<file path="src/rtl/mem_bus_arbiter_pkg.sv">
// Shared definitions for the memory-stage arbiter: FSM state codes and the
// access-alignment check that the datapath's memory-stage decode also uses.
package mem_bus_arbiter_pkg;

  typedef enum logic [1:0] {
    ST_IDLE   = 2'd0,
    ST_BUSY_I = 2'd1,
    ST_BUSY_D = 2'd2,
    ST_RESP   = 2'd3
  } state_t;

  // An access is misaligned when it does not start on a word boundary, or
  // when its byte enables, placed at the byte offset, reach past the word.
  // Operands are widened to a fixed maximum so one function serves any width.
  function automatic logic access_misaligned(input logic [3:0]  off,
                                             input logic [15:0] be,
                                             input int          be_w);
    logic [31:0] span;
    span = 32'(be) << off;
    return (off != 4'd0) || ((span >> be_w) != 32'd0);
  endfunction

endpackage

</file>
<file path="src/rtl/mem_timeout_ctr.sv">
// Busy-cycle timer for the memory arbiter.
//   clk     : clock, rising edge
//   rst     : synchronous active-high reset
//   clear   : reload the count with zero
//   en      : count one busy cycle
//   expired : count has reached TIMEOUT-1
module mem_timeout_ctr #(
  parameter int TIMEOUT = 16
) (
  input  logic clk,
  input  logic rst,
  input  logic clear,
  input  logic en,
  output logic expired
);

  localparam int CNT_W = $clog2(TIMEOUT);

  logic [CNT_W-1:0] count;

  always_ff @(posedge clk) begin
    // NOTE: sequential state uses non-blocking assignments so every register
    // updates from the values present before the edge.
    if (rst || clear) begin
      count <= '0;
    end else if (en && !expired) begin
      count <= count + CNT_W'(1);
    end
  end

  assign expired = (count == CNT_W'(TIMEOUT - 1));

endmodule

</file>
<file path="src/rtl/mem_bus_arbiter.sv">
// Memory-stage arbiter: merges instruction-fetch (if_*) and load/store (dm_*)
// requests onto a single-outstanding req/ack memory port, returning per-port
// one-cycle done pulses with registered read data and error flags.
//   clk, rst                 : clock, synchronous active-high reset
//   if_req_i, if_addr_i      : fetch request, held until if_done_o
//   if_done_o/rdata_o/err_o  : fetch completion, word, error (misalign/timeout)
//   dm_req_i, dm_we_i, dm_addr_i, dm_wdata_i, dm_be_i : load/store request
//   dm_done_o/rdata_o/err_o  : load/store completion, data, error
//   mem_req_o..mem_be_o      : memory request, held until mem_ack_i
//   mem_ack_i, mem_rdata_i   : memory completion, read data same cycle
module mem_bus_arbiter
  import mem_bus_arbiter_pkg::*;
#(
  parameter int ADDR_W      = 32,
  parameter int DATA_W      = 32,
  parameter int TIMEOUT     = 16,
  parameter int MAX_D_BURST = 4
) (
  input  logic                clk,
  input  logic                rst,
  input  logic                if_req_i,
  input  logic [ADDR_W-1:0]   if_addr_i,
  output logic                if_done_o,
  output logic [DATA_W-1:0]   if_rdata_o,
  output logic                if_err_o,
  input  logic                dm_req_i,
  input  logic                dm_we_i,
  input  logic [ADDR_W-1:0]   dm_addr_i,
  input  logic [DATA_W-1:0]   dm_wdata_i,
  input  logic [DATA_W/8-1:0] dm_be_i,
  output logic                dm_done_o,
  output logic [DATA_W-1:0]   dm_rdata_o,
  output logic                dm_err_o,
  output logic                mem_req_o,
  output logic                mem_we_o,
  output logic [ADDR_W-1:0]   mem_addr_o,
  output logic [DATA_W-1:0]   mem_wdata_o,
  output logic [DATA_W/8-1:0] mem_be_o,
  input  logic                mem_ack_i,
  input  logic [DATA_W-1:0]   mem_rdata_i
);

  localparam int BE_W    = DATA_W / 8;
  localparam int OFF_W   = (BE_W > 1) ? $clog2(BE_W) : 1;
  localparam int BURST_W = $clog2(MAX_D_BURST + 1);
  localparam logic [BURST_W-1:0] BURST_MAX = BURST_W'(MAX_D_BURST);

  state_t             state;
  logic [BURST_W-1:0] burst_cnt;
  logic               busy;
  logic               expired;
  logic               grant_d;
  logic               if_mis;
  logic               dm_mis;

  assign busy = (state == ST_BUSY_I) || (state == ST_BUSY_D);

  // Data normally wins; a pending fetch takes over once MAX_D_BURST data
  // grants in a row have gone by while it waited.
  assign grant_d = dm_req_i && !(if_req_i && (burst_cnt == BURST_MAX));

  assign if_mis = access_misaligned(4'(if_addr_i[OFF_W-1:0]), 16'({BE_W{1'b1}}), BE_W);
  assign dm_mis = access_misaligned(4'(dm_addr_i[OFF_W-1:0]), 16'(dm_be_i), BE_W);

  // Timer runs only while a memory access is outstanding.
  mem_timeout_ctr #(.TIMEOUT(TIMEOUT)) u_timeout (
    .clk     (clk),
    .rst     (rst),
    .clear   (!busy),
    .en      (busy),
    .expired (expired)
  );

  always_ff @(posedge clk) begin
    if (rst) begin
      state       <= ST_IDLE;
      burst_cnt   <= '0;
      if_done_o   <= 1'b0;
      if_rdata_o  <= '0;
      if_err_o    <= 1'b0;
      dm_done_o   <= 1'b0;
      dm_rdata_o  <= '0;
      dm_err_o    <= 1'b0;
      mem_req_o   <= 1'b0;
      mem_we_o    <= 1'b0;
      mem_addr_o  <= '0;
      mem_wdata_o <= '0;
      mem_be_o    <= '0;
    end else begin
      if_done_o <= 1'b0;
      dm_done_o <= 1'b0;
      unique case (state)
        ST_IDLE: begin
          if (grant_d) begin
            // Count data grants only while a fetch is actually waiting.
            if (!if_req_i)                   burst_cnt <= '0;
            else if (burst_cnt != BURST_MAX) burst_cnt <= burst_cnt + BURST_W'(1);
            if (dm_mis) begin
              dm_done_o  <= 1'b1;
              dm_err_o   <= 1'b1;
              dm_rdata_o <= '0;
              state      <= ST_RESP;
            end else begin
              mem_req_o   <= 1'b1;
              mem_we_o    <= dm_we_i;
              mem_addr_o  <= {dm_addr_i[ADDR_W-1:OFF_W], {OFF_W{1'b0}}};
              mem_wdata_o <= dm_wdata_i;
              mem_be_o    <= dm_be_i;
              state       <= ST_BUSY_D;
            end
          end else if (if_req_i) begin
            burst_cnt <= '0;
            if (if_mis) begin
              if_done_o  <= 1'b1;
              if_err_o   <= 1'b1;
              if_rdata_o <= '0;
              state      <= ST_RESP;
            end else begin
              mem_req_o   <= 1'b1;
              mem_we_o    <= 1'b0;
              mem_addr_o  <= {if_addr_i[ADDR_W-1:OFF_W], {OFF_W{1'b0}}};
              mem_wdata_o <= '0;
              mem_be_o    <= '1;
              state       <= ST_BUSY_I;
            end
          end
        end
        ST_BUSY_I, ST_BUSY_D: begin
          // An ack in the final timer cycle still counts as a normal completion.
          if (mem_ack_i || expired) begin
            mem_req_o <= 1'b0;
            mem_we_o  <= 1'b0;
            state     <= ST_RESP;
            if (state == ST_BUSY_D) begin
              dm_done_o  <= 1'b1;
              dm_err_o   <= !mem_ack_i;
              dm_rdata_o <= mem_ack_i ? mem_rdata_i : '0;
            end else begin
              if_done_o  <= 1'b1;
              if_err_o   <= !mem_ack_i;
              if_rdata_o <= mem_ack_i ? mem_rdata_i : '0;
            end
          end
        end
        ST_RESP: state <= ST_IDLE;
        default: state <= ST_IDLE;
      endcase
    end
  end

endmodule

</file>
<file path="config.mk">
export PLATFORM = sky130hd
export DESIGN_NAME = mem_bus_arbiter
export DESIGN_NICKNAME = d
export VERILOG_FILES = /design/src/rtl/mem_bus_arbiter_pkg.sv /design/src/rtl/mem_timeout_ctr.sv /design/src/rtl/mem_bus_arbiter.sv
export SDC_FILE = /design/constraint.sdc
export NUM_CORES = 1
export LEC_CHECK = 0
export CORE_UTILIZATION = 47
export CTS_CLUSTER_SIZE = 25
export DETAILED_ROUTE_END_ITERATION = 12
export MAX_ROUTING_LAYER = met4
export PLACE_DENSITY_LB_ADDON = 0.3
export SLEW_MARGIN = 15
export SYNTH_ARGS = -nofsm -noshare
export SYNTH_HDL_FRONTEND = slang
export SYNTH_SLANG_ARGS = --single-unit
</file>
<file path="constraint.sdc">
create_clock -name clk -period 3.3 [get_ports clk]
set_input_delay 0.66 -clock clk [delete_from_list [all_inputs] [get_ports clk]]
set_output_delay 0.66 -clock clk [all_outputs]
set_load 0.005 [all_outputs]
</file>
[Word level (Yosys, flattened, before mapping)]
Index checks and enable logic that the tools add are counted.
Word-level totals
  bits in registers: 147
  word-level logic and storage cells: 131
Operators by class
  add/subtract/negate cells: 2
  equality and inequality tests: 20
  shift-type cells: 2
  multiplexer cells: 67
  reductions and logical operators: 26
Operators with widths (count)
  $mux W32: 18
  $pmux W32 S2: 2
  $reduce_bool A32 Y1: 2
  $shl A4 B2 Y32: 1
  $shl A4 B2 Y32 const A: 1
  $mux W1: 28
  $ne A2 B2 Y1 const B: 10
  $mux W4: 4
  $mux W3: 4
  $ne A3 B3 Y1 const B: 4
  $pmux W1 S2: 6
  $reduce_and A5 Y1: 2
  $mux W2: 4
  $reduce_bool A2 Y1: 4
  $pmux W2 S3: 1
  $reduce_and A6 Y1: 1
  $logic_or A1 B1 Y1: 5
  $add A4 B1 Y4 const B: 1
  $eq A2 B2 Y1 const B: 2
  $eq A4 B4 Y1 const B: 1
  $logic_not A1 Y1: 4
  $reduce_and A4 Y1: 1
  $add A3 B1 Y3 const B: 1
  $eq A3 B3 Y1 const B: 1
  other kinds (7): 9

[Logic depth before layout (Yosys ltp)]
Gate-level depths: netlist of the first run.
  word-level depth: 7
  mapped depth: 9

[By module]
Synthesis of the first run repeated with hierarchy kept, for this count alone.
Unflattened totals
  cell total of the unflattened synthesis: 780
  area total of the unflattened synthesis: 6794.0 um^2
By module, submodules not included
  mem_bus_arbiter: instances 1, cells an instance 758, area each 6582.6 um^2, seq. area each 2822.7 um^2
  mem_timeout_ctr: instances 1, cells an instance 22, area each 211.5 um^2, seq. area each 80.1 um^2

[Least setup slack after synthesis of the first run]
Ideal clock, no wire load.
  kind: input to register
  start point: input port dm_addr_i[1]
  end point: register mem_addr_o[10]
  library setup time: 121 ps
  arrival: 2140 ps
  required time: 3179 ps
  path slack: 1039 ps
  stages: 7
  buffers on the path: 3
  cell sequence: or2_1 clkbuf_1 or3_4 a21o_1 buf_6 buf_12 mux2_4
Between the ends
  cells in the longest elaborated chain, start to end: 5
RTL lines
  start: declaration: RTL line mem_bus_arbiter.sv:28  | input logic [ADDR_W-1:0] dm_addr_i,
  $shl A4 B2 Y32: RTL line mem_bus_arbiter_pkg.sv:19  | span = 32'(be) << off;
  $reduce_bool A32 Y1: RTL line mem_bus_arbiter_pkg.sv:20  | return (off != 4'd0) || ((span >> be_w) != 32'd0);
  $logic_or A1 B1 Y1 *: RTL line mem_bus_arbiter_pkg.sv:20
  $ne A2 B2 Y1 (no source line) *
  $reduce_and A4 Y1 (no source line) *
  end signal: assignment: RTL line mem_bus_arbiter.sv:106  | mem_addr_o <= {dm_addr_i[ADDR_W-1:OFF_W], {OFF_W{1'b0}}};
  end signal: assignment: RTL line mem_bus_arbiter.sv:121  | mem_addr_o <= {if_addr_i[ADDR_W-1:OFF_W], {OFF_W{1'b0}}};
  end: declaration: RTL line mem_bus_arbiter.sv:36  | output logic [ADDR_W-1:0] mem_addr_o,
Mark *: on every way between the ends. The rest lies on a longest branch, timed or not.
A chain may end at the register's enable or synchronous reset.

[Final worst setup path of the first run]
  start point: input port dm_req_i
  end point: register mem_addr_o[22]
Between the ends
  cells in the longest elaborated chain, start to end: 3
RTL lines
  start: declaration: RTL line mem_bus_arbiter.sv:26  | input logic dm_req_i,
  $logic_and A1 B1 Y1 *: RTL line mem_bus_arbiter.sv:60  | assign grant_d = dm_req_i && !(if_req_i && (burst_cnt == BURST_MAX));
  $ne A2 B2 Y1 (no source line) / $reduce_bool A2 Y1 (equally long branches)
  $reduce_and A4 Y1 (no source line)
Marks and branches as above.

==> metrics.md, run 1 <==
| Metric | Value |
|---|---|
| Run status | finished clean |
| CP bufs+invs | 3 |
| Starting DRT DRC Count | ~280 |
| Slew at the pin with the worst max-slew slack | just over 1000 ps |
| Antenna-violating nets left | 0 |
| Data required time of the critical path | about 3600 ps |
| Die extent in x | between 100 and 150 um |
| Total number of clock tree sinks | about 150 |
| First-pass GRT wire length | approximately 28000 um |
| Max-cap violations | 0 |
| Register bit total from synthesis | around 150 |
| Post-route DRC violation count | 0 |
| Clock H-tree levels | 4 |
| Number of antenna violations at the first check in global routing | 0 |
| Critical path's slowest cell | sky130_fd_sc_hd__a21o_2 |
| Most frequent cell after synthesis | sky130_fd_sc_hd__dfxtp_1 |
| Share of total power in combinational logic | about a third |
| Congestion Overflow GR | 0 |
| Met3 track demand over resource in global routing | about 7% |
| Simple-gate area share of the yosys netlist | 22.45% |
| Top cells by area in the synthesized netlist | sky130_fd_sc_hd__dfxtp_1, sky130_fd_sc_hd__mux2i_1, sky130_fd_sc_hd__nand2b_1, sky130_fd_sc_hd__mux2_4, sky130_fd_sc_hd__nand3b_1 |
| Largest net degree at the start of global routing | ~210 |
| Overall die height | ~120 um |
| Overall die area | 15120 um^2 |
| Instance area at placement | 9654 um^2 |
| Gp weighted congestion | slightly above 0.8 |
| Post-Route Setup TNS | 0 ps |
| Sequential cell area fraction in the yosys report | a little over two fifths |
| Proportion of layout cells with a drive suffix above 1 | under 10% |
| Count of yosys warnings during synthesis | 0 |
| Adder and majority gate portion of the synthesized area | ~1.3% |
| Relative contribution of sequential cells to total power | 35.5% |
| Post-synthesis cell type count | between 40 and 50 |
| Setup crit start kind | input pin |
| Gr busiest metal | met2 |
| Fin. max-slew vios | 0 |
| Core Rows | 43 |
| Final core utilization | 72.61% |
| Average wire length per cell after detail routing | roughly 16 um |
| Clock tree from TritonCTS | yes |
| Final std cell area, no fill | roughly 10000 um^2 |
| Clk slew on worst S/H paths | 60 ps |
| TritonCTS Buffers | 17 |
| Unrepaired setup endpoints after global routing | no |
| Final wirelength | 18080 um |
| Switching pwr | between 0.0015 and 0.002 W |
| Area of the core | roughly 14000 um^2 |
| Overall track demand over capacity in global routing | 24.12% |
| Final-report hold violation count | 0 |
| Worst setup path category | in -> reg |
| GR Util met1 | between 20% and 30% |
| Most frequent cells after synthesis | sky130_fd_sc_hd__dfxtp_1, sky130_fd_sc_hd__mux2i_1, sky130_fd_sc_hd__nand2b_1 |
| Fraction of synthesis flops using an asynchronous set or reset pin | 0% |
| Relative slew slack | 32.73% |
| Clock latency on the worst-skew pair | approximately 410 ps |
| Number of enable-type register cells in the synthesized netlist | 0 |
| Fraction of synthesized cell area in xor and xnor cells | less than 1% |
| Vias in the first global route | ~5700 |
| Vias | roughly 5800 |
| Part of the power in the clock network | 32.4% |
| Peak VDD IR | between 0.4 and 0.5 mV |
| Post-layout nets | between 1000 and 1500 |
| Highest attainable clock frequency | 0.3899 GHz |
| Cell at the root of the clock tree | sky130_fd_sc_hd__clkbuf_16 |
| Buffer depth of the longest clock path | 2 |
| Post-CTS setup buffer count | 0 |
| # setup viols final | 0 |
| Number of cells traversed by the worst register-to-register path | 7 |
| Static Leakage | 4.002 nW |
| Reg-to-reg startpoint | burst_cnt[0] |
| Worst hold path type | reg -> reg |
| Crit path capture type | register |
| Design Power | approximately 0.0058 W |
| Arrival time at the worst endpoint | roughly 2900 ps |
| Half-perimeter wire length after placement | ~12000 um |
| Power density relative to cell area | about 560 nW/um^2 |
| Final-layout fill cell count | between 1000 and 1500 |
| Compound-Gate Fraction of Synth Area | under 10% |
| Crit. path cell count | 6 |
| Syn avg cell area | just under 10 um^2 |
| Synthesized netlist cell count | slightly above 700 |
| Mean number of vias per cell | between 5 and 6 |
| Highest fanout seen on the critical path | 34 |
| Minimum clock period after layout | 2565 ps |
| Delay contributed by the slowest stage of the critical path | 530 ps |
| Layout overhead on the synthesized area | 48.84% |
| Worst clock skew on the final layout | a little under 9 ps |
| Post-route clock period utilization | 77.71% |
| Top flip-flop cell by instance count after synthesis | sky130_fd_sc_hd__dfxtp_1 |
| Share of synthesized area spent on multiplexers | a little over a fifth |
| Ant. Diodes | 0 |
| Synth Cell Area | 6877 um^2 |
| Internal power of the cells | 0.004088 W |
| Worst setup startpoint | dm_req_i |
| Endpoint of the most critical setup path | mem_addr_o[22] |
| Cell family with the largest share of critical-path delay | buffers and inverters |
| Main combinational cell family by area after synthesis | simple AND/OR/NAND/NOR gates |
| Ports placed on the boundary | 276 |
| Critical path, cell by cell | clkdlybuf4s50_1, clkinv_1, buf_4, or3_4, a21o_2, mux2_4 |
| Starting Density | approximately half |
| Switching Fraction | between 20 and 30% |
| Top cell type's share of synthesized area | 42.21% |
| Reg2reg end | if_rdata_o[10] |
| Global routing met2 resource utilization | about two fifths |
| CTS Hold Bufs | 0 |
| Total of buffers placed on input and output ports | ~270 |
| Post-Route Hold Slack | about 460 ps |
| Register-to-register setup slack | ~820 ps |
| First-pass iteration count of the detailed router | 4 |
| Resize count post-CTS | 0 |
| Area leader, netlist | sky130_fd_sc_hd__dfxtp_1 |
## power groups by stage
stage / Combinational, W / Clock (W) / Sequential [W]
6_report: 0.00185 / 0.00187 / 0.00205
3_3_place_gp: 0.00186 / 0 / 0.00209
4_1_cts: 0.00188 / 0.00192 / 0.00206
2_1_floorplan: 0.00114 / 0 / 0.00210
5_1_grt: 0.00200 / 0.00200 / 0.00208
3_5_place_dp: 0.00187 / 0 / 0.00209
## through the flow
stage | cells | setup WS [ps]
finish | 1153 | 735.5
global placement | 1121 | 337.3
floorplan | 716 | 1039
CTS | 1153 | 753.3
detailed placement | 1121 | 319.7
global route | 1153 | 644.4
## layout make-up
class	instances	area, um^2	share of cell area (%)
repair buffers	288	2868	28.02
clock buffers	20	446.7	4.364
multi-input cells	498	3621	35.38
flip-flops and latches	145	2903	28.36
clock inverters	12	133.9	1.308
well taps	180	225.2	2.200
inverters	10	37.54	0.3667
## how the worst min path moves through the flow
| stage | start | endpoint | slack (ps) | cells past startpoint |
|---|---|---|---|---|
| final | mem_be_o[0] | mem_be_o[0] | 460 | 2 |
| after CTS | mem_be_o[0] | mem_be_o[0] | 460 | 2 |
| after floorplan | burst_cnt[1] | burst_cnt[1] | 450 | 2 |
| after detailed placement | mem_be_o[0] | mem_be_o[0] | 450 | 2 |
| after global routing | mem_be_o[3] | mem_be_o[3] | 480 | 2 |
| after global placement | mem_be_o[0] | mem_be_o[0] | 450 | 2 |
## placed cells by master (no fill, tap or decap), types with 7 or more instances in the layout
| cell | n |
|---|---|
| sky130_fd_sc_hd__nand3_1 | 37 |
| sky130_fd_sc_hd__nor2_1 | 11 |
| sky130_fd_sc_hd__clkbuf_16 | 17 |
| sky130_fd_sc_hd__nand2_1 | 37 |
| sky130_fd_sc_hd__mux2_4 | 26 |
| sky130_fd_sc_hd__ha_1 | 7 |
| sky130_fd_sc_hd__buf_4 | 14 |
| sky130_fd_sc_hd__dfxtp_1 | 145 |
| sky130_fd_sc_hd__mux2i_1 | 100 |
| sky130_fd_sc_hd__o21ai_0 | 34 |
| sky130_fd_sc_hd__nand3b_1 | 33 |
| sky130_fd_sc_hd__a21oi_1 | 33 |
| sky130_fd_sc_hd__nand2b_1 | 100 |
| sky130_fd_sc_hd__clkdlybuf4s50_1 | 272 |
| sky130_fd_sc_hd__nor2b_1 | 32 |
| sky130_fd_sc_hd__inv_1 | 9 |
## layer usage
layer  share of wire [%]  routed length, um  vias to the layer above
li1                    -                  -                     2922
met1                  42               7583                     2685
met2                  48               8649                      212
met3                 7.9               1435                       30
met4                 2.3                412                        0
met5                   0                  0                        -
## cells by family (layout without fill, tap and decap cells)
kind of cell	count (synthesis)	after routing
AND/OR/NAND/NOR	267	267
flip-flops	145	145
multiplexers	131	131
AO/OA/AOI/OAI	90	90
buffers and inverters	73	330
adder cells (fa/ha/maj)	7	7
other	1	2
XOR/XNOR	1	1
## worst reg2reg max path, stage by stage (launching register included)
cell and delay (ps):
sky130_fd_sc_hd__dfxtp_1 350, sky130_fd_sc_hd__inv_1 60, sky130_fd_sc_hd__ha_1 200, sky130_fd_sc_hd__and3_1 230, sky130_fd_sc_hd__buf_4 190, sky130_fd_sc_hd__o21ai_0 180
sky130_fd_sc_hd__a211o_2 830, sky130_fd_sc_hd__mux2i_1 350
## flip-flops by register name, summed over array words and instances, names as in the netlist
register / count
burst_cnt: 3
dm_done_o: 1
dm_err_o: 1
dm_rdata_o: 32
if_done_o: 1
if_err_o: 1
if_rdata_o: 32
mem_addr_o: 30
mem_be_o: 4
mem_req_o: 1
mem_wdata_o: 32
mem_we_o: 1
state: 2
u_timeout.count: 4
No activity file was read; power rests on OpenSTA's default activity.
==> run 2: changes to the inputs <==
--- a/config.mk
+++ b/config.mk
@@ -5,7 +5,7 @@
 export SDC_FILE = /design/constraint.sdc
 export NUM_CORES = 1
 export LEC_CHECK = 0
-export CORE_UTILIZATION = 47
+export CORE_UTILIZATION = 40
 export CTS_CLUSTER_SIZE = 25
 export DETAILED_ROUTE_END_ITERATION = 12
 export MAX_ROUTING_LAYER = met4
==> constraint.sdc (replaced) <==
create_clock -name clk -period 2.1 [get_ports clk]
set_input_delay 0.42 -clock clk [delete_from_list [all_inputs] [get_ports clk]]
set_output_delay 0.42 -clock clk [all_outputs]
set_load 0.005 [all_outputs]
==> run 2 against run 1 <==
  * Non-clock buffer count increased by 25
  * Worst hold slack got worse by 84 ps
  * Combinational power increased by 74%
  * Die area increased by 17%
  * Utilization decreased by 9.1 points
  * Critical path depth increased by 3
  * Final cell count increased by 5.6%
==> metrics.md, run 2 (synthesized netlist as in run 1, its figures left out) <==
| Metric | Value |
|---|---|
| Final std cell area, no fill | roughly 11000 um^2 |
| Switching Fraction | roughly 30% |
| First-pass GRT wire length | roughly 29000 um |
| Layout overhead on the synthesized area | 54.20% |
| Total of buffers placed on input and output ports | roughly 270 |
| Run status | finished clean |
| Post-route clock period utilization | 96.99% |
| Worst clock skew on the final layout | ~13 ps |
| Area of the core | between 15000 and 20000 um^2 |
| Post-Route Hold Slack | around 370 ps |
| Part of the power in the clock network | 31.5% |
| Mean number of vias per cell | 4.927 |
| Congestion Overflow GR | 0 |
| Overall die area | between 15000 and 20000 um^2 |
| Post-route DRC violation count | 0 |
| Cell at the root of the clock tree | sky130_fd_sc_hd__clkbuf_16 |
| Number of antenna violations at the first check in global routing | 0 |
| CTS Hold Bufs | 0 |
| Data required time of the critical path | 2440 ps |
| Post-layout nets | approximately 1100 |
| Proportion of layout cells with a drive suffix above 1 | 10.93% |
| Clk slew on worst S/H paths | approximately 60 ps |
| Gp weighted congestion | roughly 0.8 |
| Switching pwr | around 0.0028 W |
| Largest net degree at the start of global routing | 67 |
| Design Power | approximately 0.0094 W |
| Top library cells by usage in the layout, fill and taps aside | sky130_fd_sc_hd__clkdlybuf4s50_1, sky130_fd_sc_hd__dfxtp_1, sky130_fd_sc_hd__nand2b_1, sky130_fd_sc_hd__mux2i_1 |
| Starting DRT DRC Count | between 300 and 400 |
| Vias in the first global route | between 5000 and 6000 |
| # setup viols final | 0 |
| Arrival time at the worst endpoint | between 2000 and 2500 ps |
| Total number of clock tree sinks | ~150 |
| Half-perimeter wire length after placement | 12860 um |
| Instance area at placement | 9925 um^2 |
| Overall track demand over capacity in global routing | between 20% and 30% |
| Power density relative to cell area | 887.2 nW/um^2 |
| Vias | 5996 |
| Relative contribution of sequential cells to total power | 34.3% |
| Clock latency on the worst-skew pair | between 400 and 500 ps |
| Die extent in x | around 130 um |
| Share of total power in combinational logic | roughly 34% |
| Minimum clock period after layout | 2037 ps |
| Registers with the most flip-flops | dm_rdata_o x32, if_rdata_o x32, mem_wdata_o x32 |
| Ports placed on the boundary | around 280 |
| Highest fanout seen on the critical path | 5 |
| Worst setup path category | reg -> reg |
| Worst hold path type | in -> reg |
| Buffer depth of the longest clock path | 2 |
| Max-cap violations | 0 |
| Final wirelength | ~19000 um |
| Fin. max-slew vios | 0 |
| Static Leakage | roughly 4.2 nW |
| Ant. Diodes | 0 |
| Internal power of the cells | roughly 0.0067 W |
| Final-report hold violation count | 0 |
| Peak VDD IR | between 0.6 and 0.7 mV |
| TritonCTS Buffers | 17 |
| Average wire length per cell after detail routing | 15.64 um |
| Setup crit start kind | register |
| Core Rows | 47 |
| Antenna-violating nets left | 0 |
| Clock tree from TritonCTS | yes |
| Clock H-tree levels | 4 |
| Overall die height | 133.1 um |
| First-pass iteration count of the detailed router | 5 |
| Crit path capture type | register |
| Starting Density | 41.17% |
| Highest attainable clock frequency | ~0.49 GHz |
| Most common library cell in the layout ignoring fill and taps | sky130_fd_sc_hd__clkdlybuf4s50_1 |
run 2: cell count changes in the layout (fill, tap and decap cells not counted), moves of 2 or more:
cell	previous run	this run
sky130_fd_sc_hd__buf_12	2	9
sky130_fd_sc_hd__clkbuf_16	17	19
sky130_fd_sc_hd__inv_6	2	0
sky130_fd_sc_hd__buf_4	14	29
run 2: final timing paths:
path	to	cells past startpoint	from	slack, ps
max	mem_wdata_o[14]	9	burst_cnt[0]	60
min	dm_err_o	3	rst	370
max reg2reg	mem_wdata_o[14]	9	burst_cnt[0]	60
min reg2reg	mem_be_o[1]	2	mem_be_o[1]	460
run 2: per-stage QoR:
step | cells | setup WS [ps] | setup TNS (ps) | utilization, %
3_3_place_gp | 1182 | -227.0 | -18350 | 59.42
5_1_grt | 1217 | -7.863 | -14.11 | 63.49
4_1_cts | 1213 | 26.80 | 0 | 62.86
3_5_place_dp | 1182 | -235.7 | -19340 | 59.42
6_report | 1217 | 63.27 | 0 | 63.49
2_1_floorplan | 716 | 33.86 | 0 | -
run 2: power groups by stage:
stage | sequential (W) | combinational (W) | clock, W
2_1_floorplan | 0.00329 | 0.00179 | 0
3_3_place_gp | 0.00328 | 0.00316 | 0
3_5_place_dp | 0.00328 | 0.00319 | 0
4_1_cts | 0.00323 | 0.00320 | 0.00302
5_1_grt | 0.00326 | 0.00345 | 0.00315
6_report | 0.00323 | 0.00322 | 0.00296
run 2: area by class of cell:
| cell class | instances | area, um^2 |
|---|---|---|
| flip-flops and latches | 145 | 2904 |
| fillers | 1392 | 6097 |
| clock buffers | 22 | 464.2 |
| clock inverters | 9 | 108.9 |
| well taps | 220 | 275.3 |
| inverters | 10 | 37.54 |
| multi-input cells | 498 | 3632 |
| repair buffers | 313 | 3182 |
run 2: routing by layer:
layer / routed length, um / GRT usage (%)
met5: 0 / -
met4: 333 / 7.513
met3: 1247 / 6.355
met2: 9016 / 34.99
met1: 8432 / 25.13
run 2: timing repair:
item	4_1_cts	5_1_grt
gates resized for setup	0	7
endpoints found under the setup margin	0	54
buffers inserted	0	1
run 2: critical path, stage by stage (launching register included):
cell and delay (ps):
sky130_fd_sc_hd__dfxtp_2 340, sky130_fd_sc_hd__inv_1 60, sky130_fd_sc_hd__ha_1 210, sky130_fd_sc_hd__and3_4 200
sky130_fd_sc_hd__or3_4 350, sky130_fd_sc_hd__buf_4 150, sky130_fd_sc_hd__a21oi_4 160, sky130_fd_sc_hd__buf_12 150
sky130_fd_sc_hd__buf_6 140, sky130_fd_sc_hd__mux2i_1 210
